==> src/rtl/uart_tx_arbiter.sv <==
// Round-robin, message-granular arbiter sharing one uart_tx between NUM_REQ byte streams.
// One byte in flight at a time, paced on uart_busy; idle grants are reclaimed after IDLE_TIMEOUT.
module uart_tx_arbiter #(
  parameter int NUM_REQ      = 2,
  parameter int GRANT_W      = 1,
  parameter int ACK_TIMEOUT  = 4,
  parameter int IDLE_TIMEOUT = 1024
) (
  input  logic                   clk_100MHz,
  input  logic                   rst,
  input  logic [NUM_REQ-1:0]     req_valid,
  input  logic [8*NUM_REQ-1:0]   req_data,
  input  logic [NUM_REQ-1:0]     req_last,
  output logic [NUM_REQ-1:0]     req_ready,
  output logic [7:0]             uart_data,
  output logic                   write_en,
  input  logic                   uart_busy,
  output logic [GRANT_W-1:0]     grant_id,
  output logic                   grant_active,
  output logic                   ack_err
);

  localparam int IDLE_W = $clog2(IDLE_TIMEOUT + 1);
  localparam int ACK_W  = $clog2(ACK_TIMEOUT + 1);

  typedef enum logic [2:0] {
    S_IDLE,
    S_HOLD,
    S_ISSUE,
    S_WAIT_ACK,
    S_WAIT_DONE
  } state_t;

  state_t             state_q;
  logic [GRANT_W-1:0] grant_id_q;
  logic [GRANT_W-1:0] last_grant_q;
  logic               grant_active_q;
  logic               write_en_q;
  logic [7:0]         uart_data_q;
  logic               last_q;
  logic               ack_err_q;
  logic [IDLE_W-1:0]  idle_cnt_q;
  logic [ACK_W-1:0]   ack_cnt_q;

  logic               win_found_d;
  logic [GRANT_W-1:0] win_id_d;
  logic               gsel_valid;
  logic               gsel_last;
  logic [7:0]         gsel_data;
  logic               hs;

  // Scan starts one past the last winner so every requester gets its turn.
  always_comb begin
    win_found_d = 1'b0;
    win_id_d    = '0;
    for (int k = 1; k <= NUM_REQ; k++) begin
      logic [GRANT_W-1:0] idx;
      idx = GRANT_W'((int'(last_grant_q) + k) % NUM_REQ);
      if (!win_found_d && req_valid[idx]) begin
        win_found_d = 1'b1;
        win_id_d    = idx;
      end
    end
  end

  always_comb begin
    gsel_valid = 1'b0;
    gsel_last  = 1'b0;
    gsel_data  = '0;
    req_ready  = '0;
    for (int k = 0; k < NUM_REQ; k++) begin
      if (grant_id_q == GRANT_W'(k)) begin
        gsel_valid   = req_valid[k];
        gsel_last    = req_last[k];
        gsel_data    = req_data[8*k +: 8];
        req_ready[k] = (state_q == S_HOLD) && !uart_busy;
      end
    end
    hs = gsel_valid && (state_q == S_HOLD) && !uart_busy;
  end

  always_ff @(posedge clk_100MHz) begin
    if (rst) begin
      state_q        <= S_IDLE;
      grant_id_q     <= '0;
      last_grant_q   <= GRANT_W'(NUM_REQ - 1);
      grant_active_q <= 1'b0;
      write_en_q     <= 1'b0;
      uart_data_q    <= '0;
      last_q         <= 1'b0;
      ack_err_q      <= 1'b0;
      idle_cnt_q     <= '0;
      ack_cnt_q      <= '0;
    end else begin
      write_en_q <= 1'b0;
      case (state_q)
        S_IDLE: begin
          if (win_found_d) begin
            grant_id_q     <= win_id_d;
            grant_active_q <= 1'b1;
            idle_cnt_q     <= '0;
            state_q        <= S_HOLD;
          end
        end
        S_HOLD: begin
          if (hs) begin
            uart_data_q <= gsel_data;
            last_q      <= gsel_last;
            write_en_q  <= 1'b1;
            state_q     <= S_ISSUE;
          end else if (gsel_valid) begin
            idle_cnt_q <= '0;
          end else if (idle_cnt_q == IDLE_W'(IDLE_TIMEOUT - 1)) begin
            grant_active_q <= 1'b0;
            last_grant_q   <= grant_id_q;
            state_q        <= S_IDLE;
          end else begin
            idle_cnt_q <= idle_cnt_q + 1'b1;
          end
        end
        S_ISSUE: begin
          ack_cnt_q <= '0;
          state_q   <= S_WAIT_ACK;
        end
        S_WAIT_ACK: begin
          if (uart_busy) begin
            state_q <= S_WAIT_DONE;
          end else if (ack_cnt_q == ACK_W'(ACK_TIMEOUT - 1)) begin
            // Transmitter never acknowledged; flag it but keep the stream moving.
            ack_err_q <= 1'b1;
            state_q   <= S_WAIT_DONE;
          end else begin
            ack_cnt_q <= ack_cnt_q + 1'b1;
          end
        end
        S_WAIT_DONE: begin
          if (!uart_busy) begin
            if (last_q) begin
              grant_active_q <= 1'b0;
              last_grant_q   <= grant_id_q;
              state_q        <= S_IDLE;
            end else begin
              idle_cnt_q <= '0;
              state_q    <= S_HOLD;
            end
          end
        end
        default: state_q <= S_IDLE;
      endcase
    end
  end

  assign uart_data    = uart_data_q;
  assign write_en     = write_en_q;
  assign grant_id     = grant_id_q;
  assign grant_active = grant_active_q;
  assign ack_err      = ack_err_q;

endmodule

==> config.mk <==
export PLATFORM = sky130hd
export DESIGN_NAME = uart_tx_arbiter
export DESIGN_NICKNAME = d
export VERILOG_FILES = /design/src/rtl/uart_tx_arbiter.sv
export SDC_FILE = /design/constraint.sdc
export NUM_CORES = 1
export LEC_CHECK = 0
export ABC_AREA = 1
export CAP_MARGIN = 40
export CELL_PAD_IN_SITES_DETAIL_PLACEMENT = 0
export CELL_PAD_IN_SITES_GLOBAL_PLACEMENT = 1
export CORE_MARGIN = 2
export CORE_UTILIZATION = 37
export CTS_BUF_LIST = sky130_fd_sc_hd__clkbuf_4 sky130_fd_sc_hd__clkbuf_8
export DETAILED_ROUTE_END_ITERATION = 16
export GPL_TIMING_DRIVEN = 0
export PLACE_DENSITY_LB_ADDON = 0.15
export SLEW_MARGIN = 20
export SYNTH_ARGS = -nofsm -noshare
export SYNTH_HDL_FRONTEND = slang
export SYNTH_SLANG_ARGS = --single-unit
==> constraint.sdc <==
create_clock -name clk_100MHz -period 1.75 [get_ports clk_100MHz]
set_clock_uncertainty 0.05 [all_clocks]
set_input_delay 0.4375 -clock clk_100MHz [delete_from_list [all_inputs] [get_ports clk_100MHz]]
set_output_delay 0.4375 -clock clk_100MHz [all_outputs]
set_load 0.005 [all_outputs]
==> run_results.csv, run 1 <==
group,metric,value,unit
global_route,antenna_found_initial,0,
place,hpwlAfterDp,3617,µm
final_layout,final_common_cell,"nand2_1",
timing,finalCritPeriodShare,96.75,%
yosys,ys_seq_area_share,34.90,%
critical_path,cp.arrival,1210,ps
hold_path,hold_start,"ack_err$_SDFFE_PP0P_",
detailed_routing,wirelength,4955,µm
critical_path,reg2reg_from,"state_q[0]$_SDFFE_PP0P_",
critical_path,cp-end-kind,"primary output",
critical_path,critical_path_class,"reg2out",
hold_path,worstHoldPathType,"reg2reg",
timing,grt_setup_unrepaired,"true",
detailed_routing,num_vias,1910,
detailed_routing,drtPass1Iterations,4,
final_layout,fin_util,52.45,%
hold_path,hold_depth,2,
detailed_routing,first_iter_violations,66,
yosys,synth-seq-cells,31,
global_route,grt_max_degree,11,
detailed_routing,ant_nets,0,
timing,worstMarginPinSlew,629.3,ps
final_layout,final_cells,369,
final_layout,final_cell_mix,"nand2_1, clkdlybuf4s50_1, nor2_1",
die,fp.dieH,73.32,µm
yosys,syn_avg_cell_area,6.735,µm²
yosys,synth_top_area_share,34.90,%
clock_tree,cts_root_buf,"clkbuf_8",
yosys,synth_cells,264,
detailed_routing,route.detailed.drc,0,
yosys,netlist_top_cells_area,"dfxtp_1, nand2_1, nor2_1",
place,placed_cells,354,
global_route,grt_pass1_wl,8452,µm
timing,fmax,590.6,MHz
global_route,grt_pass1_vias,1890,
yosys,ys_warn_count,0,
die,coreArea,0.004692,mm²
critical_path,cp.depth,4,
clock_tree,clock-sinks,31,
global_route,track_usage,20.58,%
timing,maxSlewViolCount,0,
die,die-area,0.005376,mm²
timing,fin_crit,1693,ps
yosys,syn_area,0.001778,mm²
global_route,grt_overflow_total,0,
timing,maxSlewHeadroom,58.05,%
final_layout,antennaDiodeCount,0,
pwr,power.density,784.8,mW/mm²
status,status,"finished, final reports clean",
pwr,ir_drop,0.0005180,V
critical_path,crit_path_max_fanout,10,
critical_path,reg2reg_depth,8,
run,drv_cap,0,
final_layout,area_growth_syn_to_layout,38.42,%
clock_tree,clkSlewWorstSetupHoldPaths,70,ps
die,rows,25,
yosys,ys_types,32,
place,gp_congestion,0.8539,
clock_tree,cts-hold-fix-buffers,0,
timing,final-setup-viol-count,0,
clock_tree,htreeDepth,2,
place,portBuffers,36,
critical_path,worst_path_max_delay_cell,"dfxtp_2",
critical_path,worstPathRequired,1260,ps
critical_path,crit_family,"buffers and inverters",
timing,hold_viol,0,
pwr,p_leak,1.022,nW
clock_tree,cts_made_buffers,5,
clock_tree,clock_path_buffers,2,
detailed_routing,vias_per_cell,5.176,
yosys,synth_top_area_cell,"dfxtp_1",
die,fp.dieW,73.32,µm
critical_path,worst-path-buf-inv,3,
die,start_util,37.89,%
final_layout,drive_above_1_share,21.59,%
die,pin_count,37,
detailed_routing,wl_per_cell,13.43,µm
critical_path,crit_start,"grant_id$_SDFFE_PP0P_",
yosys,syn_nets,290,
clock_tree,clk_latency,290,ps
final_layout,nets,341,
clock_tree,cts_tree,"built",
critical_path,cpPeakStageDelay,330,ps
critical_path,startpoint_type,"flop",
critical_path,crit_chain,"buf_6, clkbuf_8, nor2_2, clkdlybuf4s15_2",
final cells by class:
| type | instances | area (µm²) |
|---|---|---|
| Timing Repair Buffer | 45 | 424.2 |
| Buffer | 8 | 66.31 |
| Multi-Input combinational cell | 199 | 1084 |
| Sequential cell | 31 | 633.1 |
| Fill cell | 500 | 2231 |
| Clock buffer | 6 | 82.58 |
| Clock inverter | 1 | 5.005 |
| Inverter | 25 | 98.84 |
| Tap cell | 54 | 67.56 |
flip-flops by register name, summed over array words and instances, names as in the netlist:
register and flops:
ack_err 1, grant_id 1, uart_data 8, last_grant_q 1, state_q 3, idle_cnt_q 11, last_q 1, ack_cnt_q 3
grant_active 1, write_en 1
logic make-up after synthesis:
kind of cell | share of synthesized area, %
adder cells (fa/ha/maj) | 2.111
buffers and inverters | 8.374
flip-flops | 34.91
AND/OR/NAND/NOR | 36.73
AO/OA/AOI/OAI | 17.88
power breakdown:
group / leakage [nW] / internal, mW / switching, mW
registers: 0.255 / 0.761 / 0.0406
clock network: 0.0470 / 0.308 / 0.268
logic: 0.720 / 0.253 / 0.301
routing by layer:
layer  global-route usage (%)  routed length, µm  vias to the layer above
met2                    35.94               2466                       34
li1                         -                  -                      975
met3                    5.075                161                       14
met4                    9.495                141                        0
met5                        0                  0                        -
met1                    23.54               2186                      887
metrics by stage:
step	instance area, µm²	setup slack [ps]	total power [mW]	hold slack, ps	setup TNS, ps
final	2461	56.87	1.931	431.0	0
after global routing	2461	1.718	2.046	458.6	0
after CTS	2372	4.437	1.897	435.3	0
after detailed placement	2206	-624.5	1.281	419.1	-10220
after global placement	2206	-603.7	1.280	409.3	-10010
after floorplan	1778	235.7	1.084	401.2	0
synthesized netlist by cell type (all sizes together):
| library cell | count |
|---|---|
| nand2 | 72 |
| nor2 | 39 |
| dfxtp | 31 |
| inv | 24 |
| nand3 | 24 |
| o21ai | 20 |
| a21oi | 14 |
| a31oi | 10 |
| buf | 5 |
| nand4 | 5 |
| clkbuf | 4 |
| nor3 | 4 |
| ha | 3 |
| o31ai | 2 |
| or2 | 2 |
| a21o | 1 |
| clkinv | 1 |
| o2111ai | 1 |
| o211a | 1 |
| o22ai | 1 |
worst min-delay path: stages, from the launching register on:
cell and delay [ps]:
dfxtp_1 340, a31oi_1 40, nor2_1 70
repair_timing:
action / CTS / global route
endpoints found under the setup margin: 23 / 28
cloned: 0 / 1
gates resized for setup: 23 / 23
buffers inserted: 4 / 4
pin swaps: 2 / 4
final timing paths:
kind	end	slack, ps
max reg2reg	idle_cnt_q[5]$_SDFFE_PP0P_	140
max	req_ready[0]	60
min	ack_err$_SDFFE_PP0P_	430
min reg2reg	ack_err$_SDFFE_PP0P_	430
No activity file was read; power rests on OpenSTA's default activity.
==> run 2, diff against run 1 <==
--- a/config.mk
+++ b/config.mk
@@ -6,6 +6,7 @@
 export NUM_CORES = 1
 export LEC_CHECK = 0
 export ABC_AREA = 1
+export ABC_CLOCK_PERIOD_IN_PS = 1750
 export CAP_MARGIN = 40
 export CELL_PAD_IN_SITES_DETAIL_PLACEMENT = 0
 export CELL_PAD_IN_SITES_GLOBAL_PLACEMENT = 1
==> results of run 2 <==
The final DEF is identical to that of run 1; final timing and power are the same.
